==> src/rtl/lcd_text_buffer.sv <==
// Two-row character buffer for an HD44780-style LCD. Accepts a byte stream
// over a valid/ready handshake, interprets printable characters and a small
// set of control codes, and exposes the 32 cells through a combinational
// read port that the LCD driver scans.
module lcd_text_buffer #(
  parameter logic [7:0] BLANK  = 8'h20,
  parameter int         N_COLS = 16
) (
  input  logic       clk,
  input  logic       rst_n,
  input  logic [7:0] ch_data,
  input  logic       ch_valid,
  output logic       ch_ready,
  input  logic [4:0] mem_addr,
  output logic [7:0] mem_bus,
  output logic [4:0] cursor,
  output logic       busy
);

  typedef enum logic [1:0] {IDLE, CLEAR, SCROLL} state_t;

  localparam logic [3:0] LAST_COL = 4'(N_COLS - 1);

  state_t     state_q;
  logic [4:0] seq_cnt_q;
  logic [4:0] cursor_q;
  logic [7:0] cell_q [32];

  logic       accept;
  logic       is_print, is_lf, is_cr, is_bs, is_ff;
  logic       cur_row;
  logic [3:0] cur_col;

  // Write port A serves character writes, backspace, clear and the scroll copy;
  // port B only blanks the bottom row during a scroll.
  logic       wa_en_d;
  logic [4:0] wa_addr_d;
  logic [7:0] wa_data_d;
  logic       wb_en_d;
  logic [4:0] wb_addr_d;

  assign accept   = ch_valid && (state_q == IDLE);
  assign is_print = ((ch_data >= 8'h20) && (ch_data <= 8'h7E)) || (ch_data >= 8'hA0);
  assign is_lf    = (ch_data == 8'h0A);
  assign is_cr    = (ch_data == 8'h0D);
  assign is_bs    = (ch_data == 8'h08);
  assign is_ff    = (ch_data == 8'h0C);
  assign cur_row  = cursor_q[4];
  assign cur_col  = cursor_q[3:0];

  // Select which cells change this cycle, based on state and accepted input.
  always_comb begin
    wa_en_d   = 1'b0;
    wa_addr_d = cursor_q;
    wa_data_d = ch_data;
    wb_en_d   = 1'b0;
    wb_addr_d = {1'b1, seq_cnt_q[3:0]};
    case (state_q)
      IDLE: begin
        if (accept && is_print) begin
          wa_en_d = 1'b1;
        end else if (accept && is_bs && (cur_col != 4'd0)) begin
          wa_en_d   = 1'b1;
          wa_addr_d = {cur_row, cur_col - 4'd1};
          wa_data_d = BLANK;
        end
      end
      CLEAR: begin
        wa_en_d   = 1'b1;
        wa_addr_d = seq_cnt_q;
        wa_data_d = BLANK;
      end
      SCROLL: begin
        wa_en_d   = 1'b1;
        wa_addr_d = {1'b0, seq_cnt_q[3:0]};
        wa_data_d = cell_q[{1'b1, seq_cnt_q[3:0]}];
        wb_en_d   = 1'b1;
      end
      default: ;
    endcase
  end

  // One register per cell so reset can blank the whole buffer at once.
  genvar gi;
  generate
    for (gi = 0; gi < 32; gi++) begin : g_cell
      always_ff @(posedge clk or negedge rst_n) begin
        if (!rst_n) begin
          cell_q[gi] <= BLANK;
        end else if (wa_en_d && (wa_addr_d == 5'(gi))) begin
          cell_q[gi] <= wa_data_d;
        end else if (wb_en_d && (wb_addr_d == 5'(gi))) begin
          cell_q[gi] <= BLANK;
        end
      end
    end
  endgenerate

  // Control FSM: cursor movement, and the counter-driven clear/scroll sequences.
  always_ff @(posedge clk or negedge rst_n) begin
    if (!rst_n) begin
      state_q   <= IDLE;
      seq_cnt_q <= 5'd0;
      cursor_q  <= 5'd0;
    end else begin
      case (state_q)
        IDLE: begin
          if (accept) begin
            if (is_print) begin
              if (cur_col != LAST_COL) begin
                cursor_q <= {cur_row, cur_col + 4'd1};
              end else if (!cur_row) begin
                cursor_q <= 5'd16;
              end else begin
                // Bottom-right cell was just written; scroll it up to row 0.
                state_q   <= SCROLL;
                seq_cnt_q <= 5'd0;
                cursor_q  <= 5'd16;
              end
            end else if (is_lf) begin
              cursor_q <= 5'd16;
              if (cur_row) begin
                state_q   <= SCROLL;
                seq_cnt_q <= 5'd0;
              end
            end else if (is_cr) begin
              cursor_q <= {cur_row, 4'd0};
            end else if (is_bs) begin
              if (cur_col != 4'd0) begin
                cursor_q <= {cur_row, cur_col - 4'd1};
              end
            end else if (is_ff) begin
              state_q   <= CLEAR;
              seq_cnt_q <= 5'd0;
              cursor_q  <= 5'd0;
            end
          end
        end
        CLEAR: begin
          if (seq_cnt_q == 5'd31) begin
            state_q   <= IDLE;
            seq_cnt_q <= 5'd0;
          end else begin
            seq_cnt_q <= seq_cnt_q + 5'd1;
          end
        end
        SCROLL: begin
          if (seq_cnt_q == 5'd15) begin
            state_q   <= IDLE;
            seq_cnt_q <= 5'd0;
          end else begin
            seq_cnt_q <= seq_cnt_q + 5'd1;
          end
        end
        default: begin
          state_q   <= IDLE;
          seq_cnt_q <= 5'd0;
        end
      endcase
    end
  end

  assign ch_ready = (state_q == IDLE);
  assign busy     = ~ch_ready;
  assign cursor   = cursor_q;
  assign mem_bus  = cell_q[mem_addr];

endmodule

==> config.mk <==
export PLATFORM = sky130hd
export DESIGN_NAME = lcd_text_buffer
export DESIGN_NICKNAME = d
export VERILOG_FILES = /design/src/rtl/lcd_text_buffer.sv
export SDC_FILE = /design/constraint.sdc
export NUM_CORES = 1
export LEC_CHECK = 0
export BUFFER_PORTS_ARGS = -buffer_cell sky130_fd_sc_hd__buf_2
export CAP_MARGIN = 30
export CORE_MARGIN = 2
export CORE_UTILIZATION = 45
export DETAILED_ROUTE_END_ITERATION = 12
export GPL_TIMING_DRIVEN = 0
export SLEW_MARGIN = 30
export SYNTH_ARGS = -nofsm -noshare
export SYNTH_HDL_FRONTEND = slang
export SYNTH_SLANG_ARGS = --single-unit
==> constraint.sdc <==
create_clock -name clk -period 3.6 [get_ports clk]
set_input_delay 0.72 -clock clk [delete_from_list [all_inputs] [get_ports clk]]
set_output_delay 0.72 -clock clk [all_outputs]
set_load 0.02 [all_outputs]
==> results of run 1 <==
-- cell usage in the layout (no fill, tap or decap), types with 16 or more instances in the layout --
master	instances
nand2_1	122
clkbuf_1	45
dfstp_2	32
nand3_1	24
clkbuf_16	31
a31oi_1	17
mux2_2	135
mux2i_1	146
o21ai_0	16
dfrtp_1	236
inv_1	17
buf_2	34
mux4_2	110
-- worst max-delay path: cells and delay by family --
family / cells / cell delay [ns]
multiplexers: 3 / 1.43
buffers and inverters: 3 / 0.66
-- stage by stage --
step           power, mW  TNS (ns)  setup WS (ns)
2_1_floorplan       7.95     -4.23         -0.112
3_3_place_gp        9.18   -951.09          -3.31
3_5_place_dp        9.32   -126.82         -0.795
4_1_cts             12.7         0        0.00838
5_1_grt             13.4   -0.0232        -0.0137
6_report            12.8         0         0.0443
-- metal layers --
layer / vias up / GRT usage [%] / wire, um
met2: 393 / 39.4 / 19500
met3: 80 / 5.58 / 3170
met4: 0 / 8.72 / 1490
li1: 4385 / - / -
met1: 5377 / 36.0 / 18900
met5: - / 0 / 0
-- worst paths after layout --
kind                             start      endpoint  cells after the start
max                        mem_addr[0]    mem_bus[7]                      6
min                              rst_n  seq_cnt_q[0]                      1
max reg2reg                 state_q[0]   cell_q[202]                     10
min reg2reg                cell_q[233]   cell_q[233]                      1
max in group asynchronous        rst_n   cell_q[254]                      4
min in group clk           cell_q[233]   cell_q[233]                      1
-- state kept, by name, summed over array words and instances (netlist names) --
register	flops
state_q	2
cursor	5
seq_cnt_q	5
cell_q	256
-- kinds of logic after synthesis --
logic type               count (synthesis)  synth area share (%)
AO/OA/AOI/OAI                          111                  5.24
flip-flops                             268                  45.4
AND/OR/NAND/NOR                        237                  8.76
adder cells (fa/ha/maj)                 13                  1.09
buffers and inverters                   96                  2.52
multiplexers                           395                  37.0
-- power by group through the flow --
stage               Sequential (mW)  Clock (mW)  Combinational (mW)
global placement               4.77           0                4.41
global route                   4.91        3.45                5.07
detailed placement             4.81           0                4.51
CTS                            4.77        3.31                4.60
floorplan                      4.64           0                3.31
finish                         4.78        3.28                4.71
-- what timing repair did --
action / in CTS / in global routing
endpoints found under the setup margin: 221 / 231
gates resized for setup: 42 / 23
buffers inserted: 3 / 4
pin swaps: 2 / 1
-- final cells by class --
class	instances	area [um2]	share of cell area (%)
Inverter	17	63.8	0.374
Sequential cell	268	6750	39.5
Tap cell	442	553	3.24
Clock buffer	48	940	5.50
Buffer	79	410	2.40
Timing Repair Buffer	32	328	1.92
Clock inverter	9	128	0.748
Multi-Input combinational cell	756	7900	46.3
==> results.tsv, run 1 <==
metric	value	unit
largest net degree at the start of global routing	86	
R2R setup slack	0.17	ns
Max Cap Viol	0	
Synth Area per Inst	13.3	um2
Worst-Margin Slew	0.961	ns
Vias	10200	
Combinational Power Share	36.9	%
crit end category	output pin	
crit path time final	3.56	ns
final WL	43.0	mm
DR iter-0 viols	883	
drt wl/cell	26.1	um
Pleak	7.52	nW
# DRC	0	
Synth Register Bits	268	
Cell Pwr Density	748	nW/um2
total CTS buffers	31	
ANT cells	0	
antenna viol nets, final	0	
initial antenna violation count	0	
vias in the first global route	10300	
final core occ	52.5	%
Clock Sinks	268	
Worst Path Required	2.88	ns
post-DP HPWL	29.8	mm
drt pass-1 iters	5	
DR vias/cell	6.20	
I/O pins	31	
CTS tree	yes	
Cell Int Power	8.31	mW
leading area contributor after synthesis	dfrtp_1	
initial core utilization	45.7	%
GRT overflow	0	
Post-Layout Cell Count	1651	
WP data arrival	2.84	ns
Final Hold Viols	0	
crit-path max FO	10	
GRT Total Usage	25.6	%
cell count after synthesis	1120	
fin area	17100	um2
synth unique cells	68	
Core ar.	32500	um2
Worst-Skew Late Latency	0.57	ns
Net Sw Frac	35.0	%
worst hold slack	0.0126	ns
most frequent cells after synthesis	dfrtp_1 (236), mux2i_1 (147), mux2_2 (138)	
filler cell count	2827	
Net Sw Power	4.47	mW
syn_nets	1149	
clk slew on worst S/H paths	0.06	ns
Die H	186	um
Cell Area, Synth	14900	um2
num rows	66	
skew final	0.0139	ns
status	finished, final reports clean	
Seq pwr share	37.4	%
most frequent cell after synthesis	dfrtp_1	
share of Yosys cell area claimed by the top area cell type	39.7	%
CP max-delay cell	mux4_2	
DP Area	15700	um2
Rel. slew slack	35.9	%
Cell Count Post-Placement	1587	
Final Cycle Share	98.8	%
cell repeated most along the worst path	mux4_2	
routability congestion estimate	0.919	
Async S/R FF share, synth	100	%
CP cell instances	clkbuf_4 > buf_6 > mux4_2 > mux4_2 > mux2_2 > buf_2	
CTS Root Cell	clkbuf_16	
nets	1214	
CTS Hold Bufs	0	
Die X	186	um
critical path type	in -> out	
register area share after synthesis	45.4	%
maximum operating frequency	281	MHz
Synth Flop Type	dfrtp_1	
share of cells above drive strength 1	36.9	%
number of I/O port buffers	21	
clock buffer depth	3	
number of synthesized flops with an enable pin	0	
CP Launch Type	input port	
area grow syn2layout	14.8	%
H-Tree Depth	1	
die area	34500	um2
synth warn	0	
worst stage delay on the critical path	0.58	ns
clock share of power	25.7	%
Min-Delay Path Class	in -> async	
Final Setup Violations	0	
Max rail drop VDD	0.000440	V
first-pass GRT wire length	65.0	mm
Final Max Tran Viols	0	
synth top area cells	dfrtp_1 (40%), mux4_2 (17%), mux2_2 (10%)	
No activity file was read; power rests on OpenSTA's default activity.
==> inputs of run 2 (changes only) <==
- CELL_PAD_IN_SITES_DETAIL_PLACEMENT: unset -> 1
- CELL_PAD_IN_SITES_GLOBAL_PLACEMENT: unset -> 1
- PLACE_DENSITY_LB_ADDON: unset -> 0.1
==> run 2 against run 1 <==
Compared with the run above: the run now ends with negative setup slack left; via count increased by 1.0%; first-iteration DRC count down 26%; power up 3.8%; non-clock buffer count grew 1; cell count up 0.12%; sequential share of layout area decreased by 0.18 points; combinational power up 3%; sequential power is 1% higher; fmax is 1.7% lower; worst setup slack got worse by 0.063 ns; critical path type is now in -> reg; die area unchanged; design area up 0.47%.
==> results.tsv, run 2 (synthesis results as in run 1) <==
metric	value	unit
status	finished, violations left	
violations in the final reports	negative setup slack	
DR iter-0 viols	655	
H-Tree Depth	1	
Rel. slew slack	33.7	%
Pleak	7.57	nW
CTS Root Cell	clkbuf_16	
clk slew on worst S/H paths	0.06	ns
met1 usage	40.2	%
crit path time final	3.62	ns
routability congestion estimate	0.908	
Min-Delay Path Class	in -> async	
Post-Layout Cell Count	1653	
final WL	47.2	mm
skew final	0.0138	ns
DR vias/cell	6.26	
WP data arrival	4.10	ns
largest net degree at the start of global routing	78	
Worst-Skew Late Latency	0.57	ns
met2 Use GR	44.6	%
Final Cycle Share	101	%
crit end category	register	
worst reg2reg startpoint	state_q[0]	
GRT Total Usage	28.1	%
most common cell after layout, fill and taps aside	dfrtp_1	
total power	13.3	mW
area grow syn2layout	15.3	%
Top delay family on crit path	simple AND/OR/NAND/NOR gates	
die area	34500	um2
share of cells above drive strength 1	37.7	%
antenna viol nets, final	0	
RSZ-0062 raised after global routing	true	
reg2reg end	cell_q[238]	
CP Launch Type	input port	
total CTS buffers	31	
drt wl/cell	28.6	um
nets	1215	
dpl ws	-0.965	ns
cell repeated most along the worst path	buf_2	
Clock Sinks	268	
R2R setup slack	0.06	ns
initial antenna violation count	2	
setup TNS	-0.0452	ns
Max Cap Viol	0	
Cell Int Power	8.56	mW
Die H	186	um
Final Setup Violations	5	
Final Hold Viols	0	
Die X	186	um
Worst-Margin Slew	0.994	ns
worst stage delay on the critical path	0.65	ns
# DRC	0	
Seq pwr share	36.4	%
Cell Count Post-Placement	1586	
Max rail drop VDD	0.000484	V
vias in the first global route	10800	
GRT overflow	0	
maximum operating frequency	276	MHz
Most flops, register	cell_q	
met3 Resource Use GR	3.93	%
crit-path max FO	10	
clock share of power	26.9	%
CP max-delay cell	or4b_1	
post-DP HPWL	33.3	mm
max reg flops	256	
Net Sw Power	4.70	mW
Crit path buffers/inverters	3	
Final Max Tran Viols	0	
CTS Hold Bufs	0	
CTS tree	yes	
Cell Pwr Density	773	nW/um2
initial core utilization	45.7	%
drt pass-1 iters	5	
final core occ	52.7	%
Net Sw Frac	35.5	%
busiest grt layer	met2	
ANT cells	0	
I/O pins	31	
cell count of the worst reg-to-reg path	9	
Core ar.	32500	um2
final worst-path setup slack	-0.0190	ns
first-pass GRT wire length	70.8	mm
num rows	66	
Vias	10300	
Combinational Power Share	36.7	%
clock buffer depth	3	
most frequent cells in the layout	dfrtp_1 (236), mux2i_1 (146), mux2_2 (135)	
critical path type	in -> reg	
CP cell instances	clkbuf_1 > or4b_1 > nor4_4 > nor4b_1 > nor3_4 > buf_2 > nor3b_1 > buf_2 > mux2i_1	
number of I/O port buffers	21	
Worst Path Required	4.08	ns
run 2: cell types whose count changed in the layout (fill, tap and decap cells not counted), moves of 4 or more:
cell / delta
clkbuf_1: -7
buf_4: +5
bufinv_16: +5
clkbuf_8: -5
nand3_4: -4
run 2: worst max-delay path by stage:
stage	from	to	cells after the start	slack [ns]
detailed placement	ch_data[5]	cell_q[241]	7	-0.96
global placement	rst_n	cell_q[194]	1	-3.38
floorplan	ch_data[1]	cell_q[176]	9	-0.11
finish	ch_data[6]	cell_q[2]	9	-0.02
global route	ch_data[6]	cell_q[2]	9	-0.19
CTS	ch_data[5]	cell_q[187]	9	0.006
run 2: layer usage:
| layer | wire, um | vias to the layer above |
|---|---|---|
| met3 | 2290 | 89 |
| met4 | 1590 | 4 |
| met5 | 33 | - |
| met1 | 21000 | 5584 |
| li1 | - | 4387 |
| met2 | 22300 | 276 |
run 2: power groups by stage:
stage	registers [mW]	logic [mW]	clock network [mW]
6_report	4.83	4.87	3.56
5_1_grt	4.97	5.21	3.74
4_1_cts	4.82	4.81	3.63
3_5_place_dp	4.85	4.70	0
3_3_place_gp	4.79	4.56	0
2_1_floorplan	4.64	3.31	0
run 2: worst register-to-register path, stage by stage (launching register included):
cell      delay, ns
dfrtp_1        0.40
ha_1           0.30
clkbuf_1       0.26
clkbuf_1       0.34
nand2_1        0.15
o21ai_0        0.16
nor3_4         0.43
clkbuf_1       0.42
nand3_1        0.52
mux2_2         0.45
run 2: area by class of cell:
| type | instances | area (um2) |
|---|---|---|
| inverter | 17 | 63.8 |
| tap | 442 | 553 |
| buffer | 79 | 424 |
| sequential | 268 | 6750 |
| clock buffer | 40 | 850 |
| multi-input combinational | 756 | 7880 |
| timing repair buffer | 33 | 328 |
| fill | 3272 | 15400 |
| clock inverter | 18 | 307 |
run 2: what timing repair did:
| item | CTS | global route |
|---|---|---|
| hold endpoints to repair | 0 | 0 |
| gates resized for setup | 52 | 18 |
| pin swaps | 3 | 1 |
| endpoints found under the setup margin | 250 | 178 |
| buffers inserted | 4 | 5 |
run 2: per-stage QoR:
step / cell area, um2 / hold WS, ns
after CTS: 17000 / 0.106
after global placement: 15600 / 0.481
after floorplan: 14900 / 0.424
after global routing: 17200 / 0.122
after detailed placement: 15700 / 0.489
final: 17200 / 0.0903
==> inputs of run 3 (changes only) <==
- ABC_AREA: unset -> 1
- CORE_UTILIZATION: 45 -> 43
- SLEW_MARGIN: 30 -> unset
==> run 3 against run 2 <==
Compared with the run above: the run still ends with negative setup slack left; fmax down 3.5%; first-iteration DRC count grew to 2.7 times the previous value; cell count increased by 54%; sequential power increased by 5.4%; synthesized cell count rose by 79%; critical endpoint is now mem_bus[1].
==> results.tsv, run 3 <==
metric	value	unit
Net Sw Frac	47.7	%
total CTS buffers	34	
cell repeated most along the worst path	buf_2	
post-DP HPWL	52.1	mm
Combinational Power Share	44.8	%
most frequent cells after synthesis	nand2_1 (478), o21ai_0 (276), dfrtp_1 (236)	
footprint of the multi-input gates	7450	um2
antenna viol nets, final	0	
Clock Sinks	268	
leading area contributor after synthesis	dfrtp_1	
met1 usage	52.7	%
Synth Flop Type	dfrtp_1	
DR iter-0 viols	1783	
most frequent cell after synthesis	nand2_1	
final core occ	49.7	%
Die H	191	um
CP cell instances	buf_2 > inv_1 > buf_2 > clkbuf_4 > a21oi_1 > a21oi_1 > o21ai_0 > a32oi_1 > buf_2	
drt wl/cell	28.5	um
largest net degree at the start of global routing	100	
most common cell after layout, fill and taps aside	nand2_1	
synth top area cells	dfrtp_1 (39%), nand2_1 (12%), o21ai_0 (9.1%)	
FF/Latch Area	6750	um2
GRT Total Usage	40.2	%
Cell Int Power	8.08	mW
largest family of logic cells by synthesized area	simple AND/OR/NAND/NOR gates	
die area	36700	um2
Final Hold Viols	0	
skew final	0.0203	ns
clock share of power	22.3	%
compound-cell area share of the yosys netlist	20.5	%
adder-cell share of the synthesized area	1.08	%
Final Cycle Share	104	%
total power	15.5	mW
met3 Resource Use GR	9.14	%
violations in the final reports	negative setup slack	
synth unique cells	38	
Cell Area, Synth	15100	um2
Max rail drop VDD	0.000507	V
busiest grt layer	met2	
crit path time final	3.75	ns
Vias	16200	
DR vias/cell	6.36	
final WL	72.6	mm
CP Launch Type	input port	
Worst Path Required	2.88	ns
share of cells above drive strength 1	13.9	%
max reg flops	256	
Worst-Margin Slew	1.08	ns
WP data arrival	3.03	ns
Cell Pwr Density	901	nW/um2
Max Cap Viol	0	
worst stage delay on the critical path	0.37	ns
clock buffer depth	3	
Synth Area per Inst	7.55	um2
Core ar.	34500	um2
critical path type	in -> out	
CTS Hold Bufs	0	
final worst-path setup slack	-0.150	ns
Final Setup Violations	5	
synth warn	0	
post-synthesis xor/xnor area fraction	0.116	%
Seq pwr share	32.9	%
crit end category	output pin	
H-Tree Depth	2	
maximum operating frequency	267	MHz
met2 Use GR	60.2	%
number of I/O port buffers	28	
Top delay family on crit path	buffers and inverters	
initial antenna violation count	1	
Rel. slew slack	28.3	%
Most flops, register	cell_q	
filler cell count	4346	
first-pass GRT wire length	106	mm
Synth Area in Simple Gates	27.4	%
Async S/R FF share, synth	100	%
drt pass-1 iters	6	
vias in the first global route	16100	
CTS tree	yes	
Synth Register Bits	268	
status	finished, violations left	
Pleak	8.02	nW
number of synthesized flops with an enable pin	0	
CP max-delay cell	clkbuf_4	
I/O pins	31	
Crit path buffers/inverters	5	
Min-Delay Path Class	in -> async	
Final Max Tran Viols	0	
Die X	191	um
area grow syn2layout	13.5	%
cell count after synthesis	2002	
# DRC	0	
mux share of post-synthesis cell area	0	%
crit-path max FO	10	
clk slew on worst S/H paths	0.06	ns
nets	2100	
num rows	68	
initial core utilization	43.7	%
most frequent cells in the layout	nand2_1 (478), o21ai_0 (274), dfrtp_1 (236)	
share of Yosys cell area claimed by the top area cell type	39.1	%
syn_nets	2031	
register area share after synthesis	44.6	%
CTS Root Cell	clkbuf_16	
Net Sw Power	7.37	mW
GRT overflow	0	
Worst-Skew Late Latency	0.56	ns
routability congestion estimate	1.01	
ANT cells	0	
run 3: kinds of logic after synthesis:
family                   count (synthesis)
XOR/XNOR                                 2
flip-flops                             268
buffers and inverters                  227
AND/OR/NAND/NOR                        938
AO/OA/AOI/OAI                          554
adder cells (fa/ha/maj)                 13
run 3: stage by stage:
| stage | hold WS, ns | TNS [ns] | setup WS, ns | std cells | area [um2] |
|---|---|---|---|---|---|
| 2_1_floorplan | 0.424 | 0 | 0.538 | 2002 | 15100 |
| 3_3_place_gp | 0.461 | -892.00 | -3.41 | 2485 | 15800 |
| 3_5_place_dp | 0.467 | -6.43 | -0.849 | 2494 | 16000 |
| 4_1_cts | 0.218 | 0 | 0.000279 | 2552 | 17100 |
| 5_1_grt | 0.248 | -0.0120 | -0.0120 | 2551 | 17200 |
| 6_report | 0.178 | -0.309 | -0.150 | 2551 | 17200 |
run 3: layout make-up:
type                    count  area share, %
repair buffers             37           1.61
flip-flops and latches    268           39.3
plain buffers             131           3.92
inverters                  92           2.02
clock inverters             5          0.314
clock buffers              56           6.03
multi-input cells        1507           43.4
well taps                 455           3.32
run 3: metal layers:
layer  share of wire [%]  routed length (um)
met5               0.018                  13
met4                 6.5                4710
met3                  10                7300
met2                  43               31500
met1                  40               29100
run 3: what timing repair did:
item | CTS | global route
gates resized for setup | 41 | 44
hold endpoints to repair | 0 | 0
setup buffers | 0 | 0
endpoints found under the setup margin | 28 | 85
run 3: power by group through the flow:
stage          Combinational [mW]  Sequential [mW]  Clock [mW]
6_report                     6.91             5.09        3.45
5_1_grt                      7.37             5.18        3.58
4_1_cts                      6.67             5.05        3.47
3_5_place_dp                 6.64             5.09           0
3_3_place_gp                 6.40             5.05           0
2_1_floorplan                4.12             4.77           0
run 3: final timing paths:
kind	slack (ns)	to	from	cells past startpoint
min in group clk	0.47	cell_q[253]	cell_q[253]	2
worst min-delay path	0.18	cursor[2]	rst_n	1
worst max register to register	0.04	cell_q[126]	seq_cnt_q[0]	13
worst min register to register	0.47	cell_q[253]	cell_q[253]	2
max in group asynchronous	2.43	cell_q[50]	rst_n	2
worst max-delay path	-0.15	mem_bus[1]	mem_addr[1]	9
